===== config.mk =====
export PLATFORM = sky130hd
export DESIGN_NAME = rate_select_tick
export DESIGN_NICKNAME = d
export VERILOG_FILES = /design/src/rtl/rate_sel_pkg.sv /design/src/rtl/rate_select_tick_sync_2ff.sv /design/src/rtl/rate_select_tick.sv
export SDC_FILE = /design/constraint.sdc
export NUM_CORES = 1
export LEC_CHECK = 0
export ABC_AREA = 1
export CAP_MARGIN = 25
export CELL_PAD_IN_SITES_DETAIL_PLACEMENT = 1
export CELL_PAD_IN_SITES_GLOBAL_PLACEMENT = 2
export CORE_ASPECT_RATIO = 0.75
export CORE_MARGIN = 8
export CORE_UTILIZATION = 30
export CTS_CLUSTER_SIZE = 25
export DETAILED_ROUTE_END_ITERATION = 6
export HOLD_SLACK_MARGIN = 0.03
export PLACE_DENSITY_LB_ADDON = 0.3
export SYNTH_ARGS = -nofsm -noshare
export SYNTH_HDL_FRONTEND = slang
export SYNTH_SLANG_ARGS = --single-unit
export TNS_END_PERCENT = 20

===== constraint.sdc =====
create_clock -name clk -period 1.7 [get_ports clk]
set_input_delay 0.425 -clock clk [delete_from_list [all_inputs] [get_ports clk]]
set_output_delay 0.425 -clock clk [all_outputs]
set_load 0.01 [all_outputs]

===== src/rtl/rate_sel_pkg.sv =====
// rate_sel_pkg: shared period arithmetic, counter width derivation and FSM state encoding
//  period(base, sel)  period in clk cycles of channel sel (base << sel)
//  cnt_width(base, n) counter width able to hold every count of the slowest channel
//  RUN / PEND         rate-change state encoding (PEND drives pending_o)
package rate_sel_pkg;
    localparam logic RUN  = 1'b0;
    localparam logic PEND = 1'b1;
    function automatic longint period(longint base, int sel);
        return base << sel;
    endfunction
    function automatic int cnt_width(longint base, int n);
        return $clog2(base << (n - 1));
    endfunction
endpackage


===== src/rtl/rate_select_tick_sync_2ff.sv =====
// sync_2ff: two-flop synchroniser for a multi-bit quasi-static bus
//  clk  in  1  destination clock
//  rst  in  1  synchronous active-high reset, loads both stages with RST_VAL
//  d    in  W  asynchronous input
//  q    out W  synchronised output, 2-cycle latency
module sync_2ff #(
    parameter int W = 2,
    parameter logic [W-1:0] RST_VAL = '0
) (
    input  logic         clk,
    input  logic         rst,
    input  logic [W-1:0] d,
    output logic [W-1:0] q
);
    logic [W-1:0] s1;
    always_ff @(posedge clk) begin
        if (rst) begin
            s1 <= RST_VAL;
            q  <= RST_VAL;
        end else begin
            s1 <= d;
            q  <= s1;
        end
    end
endmodule


===== src/rtl/rate_select_tick.sv =====
// rate_select_tick: switch-selected tick generator at DIV_BASE << k clocks, glitch-free rate changes
//  clk           in  1      system clock
//  rst           in  1      synchronous active-high reset
//  en            in  1      count enable; low freezes the counter and suppresses ticks
//  sw            in  SEL_W  asynchronous rate select
//  tick_o        out 1      one-cycle pulse per active period
//  active_sel_o  out SEL_W  channel currently generating ticks
//  pending_o     out 1      a rate change waits for the period boundary
//  square_o      out 1      50% square at the active rate, only when RATE_SEL_SQUARE_EN is defined
module rate_select_tick
    import rate_sel_pkg::*;
#(
    parameter int DIV_BASE = 12_500_000,
    parameter int N_CH     = 4,
    parameter int SEL_W    = 2,
    parameter int RST_SEL  = 0
) (
    input  logic             clk,
    input  logic             rst,
    input  logic             en,
    input  logic [SEL_W-1:0] sw,
    output logic             tick_o,
    output logic [SEL_W-1:0] active_sel_o,
    output logic             pending_o
`ifdef RATE_SEL_SQUARE_EN
    ,
    output logic             square_o
`endif
);
    localparam int CNT_W = cnt_width(DIV_BASE, N_CH);
    localparam logic [CNT_W:0] ONE = 1;
    logic [SEL_W-1:0] sel_s, tgt;
    logic [CNT_W-1:0] cnt;
    logic [CNT_W:0] p, cnt_x;
    logic state, change, term, commit;
    sync_2ff #(.W(SEL_W), .RST_VAL(SEL_W'(RST_SEL))) u_sync (
        .clk(clk),
        .rst(rst),
        .d(sw),
        .q(sel_s)
    );
    // Out-of-range selections count as "no change", so they cancel a pending request.
    always_comb begin
        p      = (CNT_W+1)'(period(DIV_BASE, int'(active_sel_o)));
        cnt_x  = {1'b0, cnt};
        change = ({1'b0, sel_s} < (SEL_W+1)'(N_CH)) && (sel_s != active_sel_o);
        term   = en && (cnt_x == p - ONE);
        commit = (state == PEND) && change && term;
    end
    assign pending_o = state;
    always_ff @(posedge clk) begin
        if (rst) begin
            cnt          <= '0;
            tick_o       <= 1'b0;
            active_sel_o <= SEL_W'(RST_SEL);
            tgt          <= SEL_W'(RST_SEL);
            state        <= RUN;
        end else begin
            tick_o <= term;
            if (en) cnt <= term ? '0 : cnt + CNT_W'(1);
            if (state == RUN) begin
                if (change) begin
                    state <= PEND;
                    tgt   <= sel_s;
                end
            end else if (!change) begin
                state <= RUN;
            end else if (commit) begin
                active_sel_o <= tgt;
                state        <= RUN;
            end else begin
                tgt <= sel_s;
            end
        end
    end
`ifdef RATE_SEL_SQUARE_EN
    // Forced low on commit so every new rate starts with a low half-period.
    always_ff @(posedge clk) begin
        if (rst || commit) square_o <= 1'b0;
        else if (en && (cnt_x == (p >> 1) - ONE || cnt_x == p - ONE)) square_o <= ~square_o;
    end
`endif
endmodule


# Word level (Yosys, flattened, before mapping)
# Cells that the tools add are included.
word_totals:
  regBits: 37
  latch_bits: 0
  mem_bits_ro: 0
  output_inout_bits: 4
  mem_count: 0
  ram_bits: 0
op_classes:
  n_bitwise: 0
  reduce_logical: 5
  n_mul: 0
  div_mod_pow: 0
  addsub: 2
  shift: 1
  n_lt_le_gt_ge: 0
  eq_ne: 3
  muxes: 9
ops:
  columns: ["op", "n"]
  rows:
  - ["$eq A27 B28 Y1", 1]
  - ["$shl A24 B2 Y28 const A", 1]
  - ["$sub A28 B1 Y28 const B", 1]
  - ["$add A27 B1 Y27 const B", 1]
  - ["$mux W27", 1]
  - ["$mux W2", 4]
  - ["$mux W1", 4]
  - ["$logic_and A1 B1 Y1", 3]
  - ["$reduce_and A3 Y1", 1]
  - ["$ne A2 B2 Y1", 1]
  - ["$ne A2 B2 Y1 const B", 1]
  - ["$reduce_and A2 Y1", 1]

# Depth between registers and ports, before layout
depth:
  word_depth: 8
  mapped_depth: 14
  ltp_nobuf: 14

# Cells and area by module
# From an unflattened synthesis, not the netlist that was laid out.
unflattened:
  cells_unflattened: 368
  hier_area_um2: 2224.6
by_module_without_submodules:
  columns: ["mod", "n_inst", "area_per_inst_um2", "seq_area_each_um2", "cells_each"]
  rows:
  - ["rate_select_tick", 1, 2114.5, 660.6, 356]
  - ["sync_2ff", 1, 110.1, 80.1, 12]

# Worst setup path before layout
# No wires, ideal clock.
synth_path:
  path_type: "register to register"
  start: "reg active_sel_o[0]"
  end: "reg cnt[8]"
  path_slack_ps: -191
  required_time_ps: 1573
  stages_incl_launch_ff: 15
  period_less_slack_ps: 1891
  arrival_ps: 1764
  path_cell_list: "dfxtp_1 > inv_2 > nand2_2 > ha_1 > inv_1 > nand2_1 > nand2_1 > nand2_1 > nor2_1 > nand2_1 > nor2_4 > nand2_2 > nand2_4 > buf_12 > nor3b_2"
synth_via:
  elab_chain_cells: 5
synth_lines:
  columns: ["item", "line_no", "text"]
  rows:
  - ["start: declaration", "rate_select_tick.sv:23", "output logic [SEL_W-1:0] active_sel_o,"]
  - ["start signal: assignment", "rate_select_tick.sv:55", "active_sel_o <= SEL_W'(RST_SEL);"]
  - ["start signal: assignment", "rate_select_tick.sv:69", "active_sel_o <= tgt;"]
  - ["$shl A24 B2 Y28", "rate_sel_pkg.sv:9", "return base << sel;"]
  - ["$sub A28 B1 Y28", "rate_select_tick.sv:47", "term = en && (cnt_x == p - ONE);"]
  - ["$eq A27 B28 Y1", "rate_select_tick.sv:47", null]
  - ["$logic_and A1 B1 Y1", "rate_select_tick.sv:47", null]
  - ["$mux W27", "rate_select_tick.sv:60", "if (en) cnt <= term ? '0 : cnt + CNT_W'(1);"]
  - ["end signal: assignment", "rate_select_tick.sv:60", null]
  - ["end: declaration", "rate_select_tick.sv:33", "logic [CNT_W-1:0] cnt;"]
# No other way between the ends.
# A chain may end at the register's enable or synchronous reset.

# Worst setup path in the final report
layout_path:
  start: "reg active_sel_o[1]"
  end: "reg tgt[0]"
layout_via:
  elab_chain_cells: 7
  word_cells_on_any_way: 9
  classes_between: "add/sub: 1; eq/ne: 3; shift: 1; reduce/logical: 4"
layout_lines:
  columns: ["item", "line_no", "text"]
  rows:
  - ["$shl A24 B2 Y28", "rate_sel_pkg.sv:9", null]
  - ["$sub A28 B1 Y28", "rate_select_tick.sv:47", null]
  - ["$eq A27 B28 Y1", "rate_select_tick.sv:47", null]
  - ["$logic_and A1 B1 Y1", "rate_select_tick.sv:47", null]
  - ["$logic_and A1 B1 Y1", "rate_select_tick.sv:48", "commit = (state == PEND) && change && term;"]
  - ["$ne A2 B2 Y1 (no line)", null, null]
  - ["$reduce_and A2 Y1 (no line) (*)", null, null]
  - ["end signal: assignment", "rate_select_tick.sv:56", "tgt <= SEL_W'(RST_SEL);"]
  - ["end signal: assignment", "rate_select_tick.sv:64", "tgt <= sel_s;"]
  - ["end signal: assignment", "rate_select_tick.sv:72", "tgt <= sel_s;"]
  - ["end: declaration", "rate_select_tick.sv:32", "logic [SEL_W-1:0] sel_s, tgt;"]
# Mark *: on every way between the ends. The rest lies on a longest branch, timed or not.

==> results.sh <==
export IMPL_outcome="finished with violations"
export IMPL_failed_checks="negative setup slack"
export IMPL_ys_types=31
export IMPL_cp_max_fo=5
export IMPL_final_setup_viol_count=29
export IMPL_pre_cts_ws_ps=-534
export IMPL_final_antenna_net_count=0
export IMPL_fill_cells=1030
export IMPL_synth_top_cells_by_count="nand2_1, nor2_1, inv_1, dfxtp_1, nand3_1"
export IMPL_syn_nets=380
export IMPL_switching_share_pct=26.4
export IMPL_yosys_area_share_simple_pct=48.5
export IMPL_synth_edf_count=0
export IMPL_yosys_mux_area_fraction_pct=0
export IMPL_grt_setup_unrepaired="yes"
export IMPL_yosys_top_cells_area="dfxtp_1, nand2_1, nor2_1, inv_1, nand3_1"
export IMPL_period_share_pct=107
export IMPL_grt_pass1_wl_mm=13.0
export IMPL_critical_path_endpoint_type="flip-flop"
export IMPL_combPwrFrac_pct=7.3
export IMPL_gp_congestion=0.849
export IMPL_numCtsBuffers=5
export IMPL_grt_overflow=0
export IMPL_rows=28
export IMPL_dr_wl_met3_um=309
export IMPL_diodes=0
export IMPL_clk_pin_slew_worst_paths_ps=90
export IMPL_worst_ep_required_time_ps=1900
export IMPL_yosysTopAreaCellShare_pct=31.1
export IMPL_die_area_sq_um=11100
export IMPL_grt_pass1_vias=2536
export IMPL_firstDrtPassIters=4
export IMPL_ys_warnings_count=0
export IMPL_synth_top_family_by_area="simple AND/OR/NAND/NOR gates"
export IMPL_max_freq_mhz=550
export IMPL_arrival_ps=2020
export IMPL_cp_startpoint="active_sel_o[1]$_SDFFE_PP0P_"
export IMPL_drc=0
export IMPL_initial_core_util_pct=30.6
export IMPL_fp_coreArea_sq_um=7780
export IMPL_setup_ws_ps=-119
export IMPL_wire_per_inst_um=15.3
export IMPL_wl_met1_mm=4.27
export IMPL_p_clk_share_pct=39.6
export IMPL_die_h_um=93.1
export IMPL_tns_ps=-2250
export IMPL_min_from="u_sync.s1[0]$_SDFF_PP0_"
export IMPL_seqPwrFrac_pct=53.2
export IMPL_synthAdderAreaFrac_pct=1.05
export IMPL_cts_max_path_buffers=2
export IMPL_synth_compound_area_share_pct=4.63
export IMPL_drt_iter0_drc=171
export IMPL_worstHoldPathType="reg -> reg"
export IMPL_ys_flop_type="dfxtp_1"
export IMPL_cts_sinks=37
export IMPL_ys_async_sr_fraction_pct=0
export IMPL_yosysTopAreaCell="dfxtp_1"
export IMPL_synthesis_area_sq_um=2380
export IMPL_root_buffer="clkbuf_8"
export IMPL_startpoint_type="flip-flop"
export IMPL_internal_power_w=0.00123
export IMPL_slew_viol_final=0
export IMPL_synth_xor_area_share_pct=3.31
export IMPL_syn_inst=373
export IMPL_h_tree_depth=2
export IMPL_drv_cap=0
export IMPL_worstMarginPinSlew_ps=320
export IMPL_timing_slew_headroom_pct=78.6
export IMPL_yosysSeqAreaShare_pct=31.1
export IMPL_cts_tree="yes"
export IMPL_wl_met2_mm=3.65
export IMPL_worst_ir_drop_vdd_v=0.000293
export IMPL_nets=442
export IMPL_top_layer_used="met4"
export IMPL_fin_util_pct=41.6
export IMPL_drt_total_wl_mm=8.29
export IMPL_drive_gt1_share_pct=27.3
export IMPL_io_pins=9
export IMPL_yosys_register_bits=37
export IMPL_grt_max_degree=15
export IMPL_post_dp_hpwl_mm=6.62
export IMPL_dr_total_vias=2525
export IMPL_power_leakage_nw=1.46
export IMPL_syn2layout_area_growth_pct=36.1
export IMPL_die_width_um=119
export IMPL_r2r_start="active_sel_o[1]$_SDFFE_PP0P_"
export IMPL_antenna_found_initial=0
export IMPL_hold_slack_ps=408
export IMPL_insertion_delay_ps=300
export IMPL_path_class="reg -> reg"
export IMPL_min_period_ps=1820
export IMPL_p_per_area_nw_per_um2=515
export IMPL_hold_viol_final=0
export IMPL_p_total_w=0.00167
export IMPL_viasPerCell=4.67
export IMPL_synth_most_common_cell="nand2_1"
export IMPL_grt_usage_pct=14.9
export IMPL_io_buffers=8
export IMPL_avgSynthCellArea_sq_um=6.38
export IMPL_fin_worst_skew_ps=5.34
export IMPL_p_sw_w=0.000441
[cells in the final DEF, fill, tap and decap left out, drive strengths merged]
master	n
o22ai	1
xnor2	1
xor2	8
and2	2
ha	2
buf	52
dlygate4sd2	3
clkinvlp	1
nand3	32
nor4	1
dfxtp	37
nor3	13
inv	57
clkinv	1
o21ai	8
nand4	10
nand2	112
nor2	69
o21bai	1
a21oi	9
clkbuf	6
clkdlybuf4s50	5
nor3b	5
[sequential cells by signal, summed over array words and instances (netlist names)]
register,count
active_sel_o,2
tick_o,1
cnt,27
u_sync.s1,2
tgt,2
pending_o,1
u_sync.q,2
[layout make-up]
cell class	count	area, sq um	area share (%)
Multi-Input combinational cell	274	1490	46.1
Sequential cell	37	752	23.2
Timing Repair Buffer	61	553	17.1
Inverter	56	218	6.72
Tap cell	105	131	4.06
Clock buffer	5	68.8	2.13
Clock inverter	3	21.3	0.657
[metrics by stage]
| step | std cells | cell area (sq um) |
|---|---|---|
| 2_1_floorplan | 373 | 2420 |
| 3_3_place_gp | 528 | 2940 |
| 3_5_place_dp | 528 | 2940 |
| 4_1_cts | 539 | 3120 |
| 5_1_grt | 541 | 3240 |
| 6_report | 541 | 3240 |
[critical path: stages (launching register included)]
cell and delay [ps]:
dfxtp_4 370, inv_6 70, nand2_4 60, ha_4 250
inv_2 60, nand2_2 40, nand2_2 60, nand2_1 50
nor2_1 80, nand2_1 90, nor2_4 140, buf_6 140
nand3_4 100, a21oi_2 150, nor2_1 50
[power groups by stage]
stage / Clock [W] / Combinational (W) / Sequential [W]
6_report: 0.000661 / 0.000121 / 0.000887
3_3_place_gp: 0 / 0.000102 / 0.000904
5_1_grt: 0.000716 / 0.000134 / 0.000889
4_1_cts: 0.000678 / 0.000107 / 0.000885
3_5_place_dp: 0 / 0.000104 / 0.000904
2_1_floorplan: 0 / 0.0000523 / 0.000904
[final timing paths]
check                                              end  slack (ps)  depth (start not counted)
worst max register to register     tgt[0]$_SDFFE_PP0P_        -120                         14
worst min-delay path            u_sync.q[0]$_SDFF_PP0_         410                          2
worst max-delay path               tgt[0]$_SDFFE_PP0P_        -120                         14
worst min register to register  u_sync.q[0]$_SDFF_PP0_         410                          2
[metal layers]
metal / vias up / global-route usage, %
met5: - / 0
met4: 0 / 3.46
met3: 5 / 2.35
met2: 29 / 23.3
met1: 1207 / 21.0
li1: 1284 / -
[cells by family (layout without fill, tap and decap cells)]
family | Yosys count | in the layout
AO/OA/AOI/OAI | 19 | 19
XOR/XNOR | 9 | 9
adder cells (fa/ha/maj) | 2 | 2
buffers and inverters | 62 | 125
flip-flops | 37 | 37
AND/OR/NAND/NOR | 244 | 244
[repair_timing]
item                                    CTS  global route
setup buffers                             3             1
hold buffers                              0             0
cloned                                    0             1
resized for setup                        21            19
pin swaps                                 9            11
endpoints found under the setup margin   33            31
Note: power is estimated with default switching activity, not from simulation.
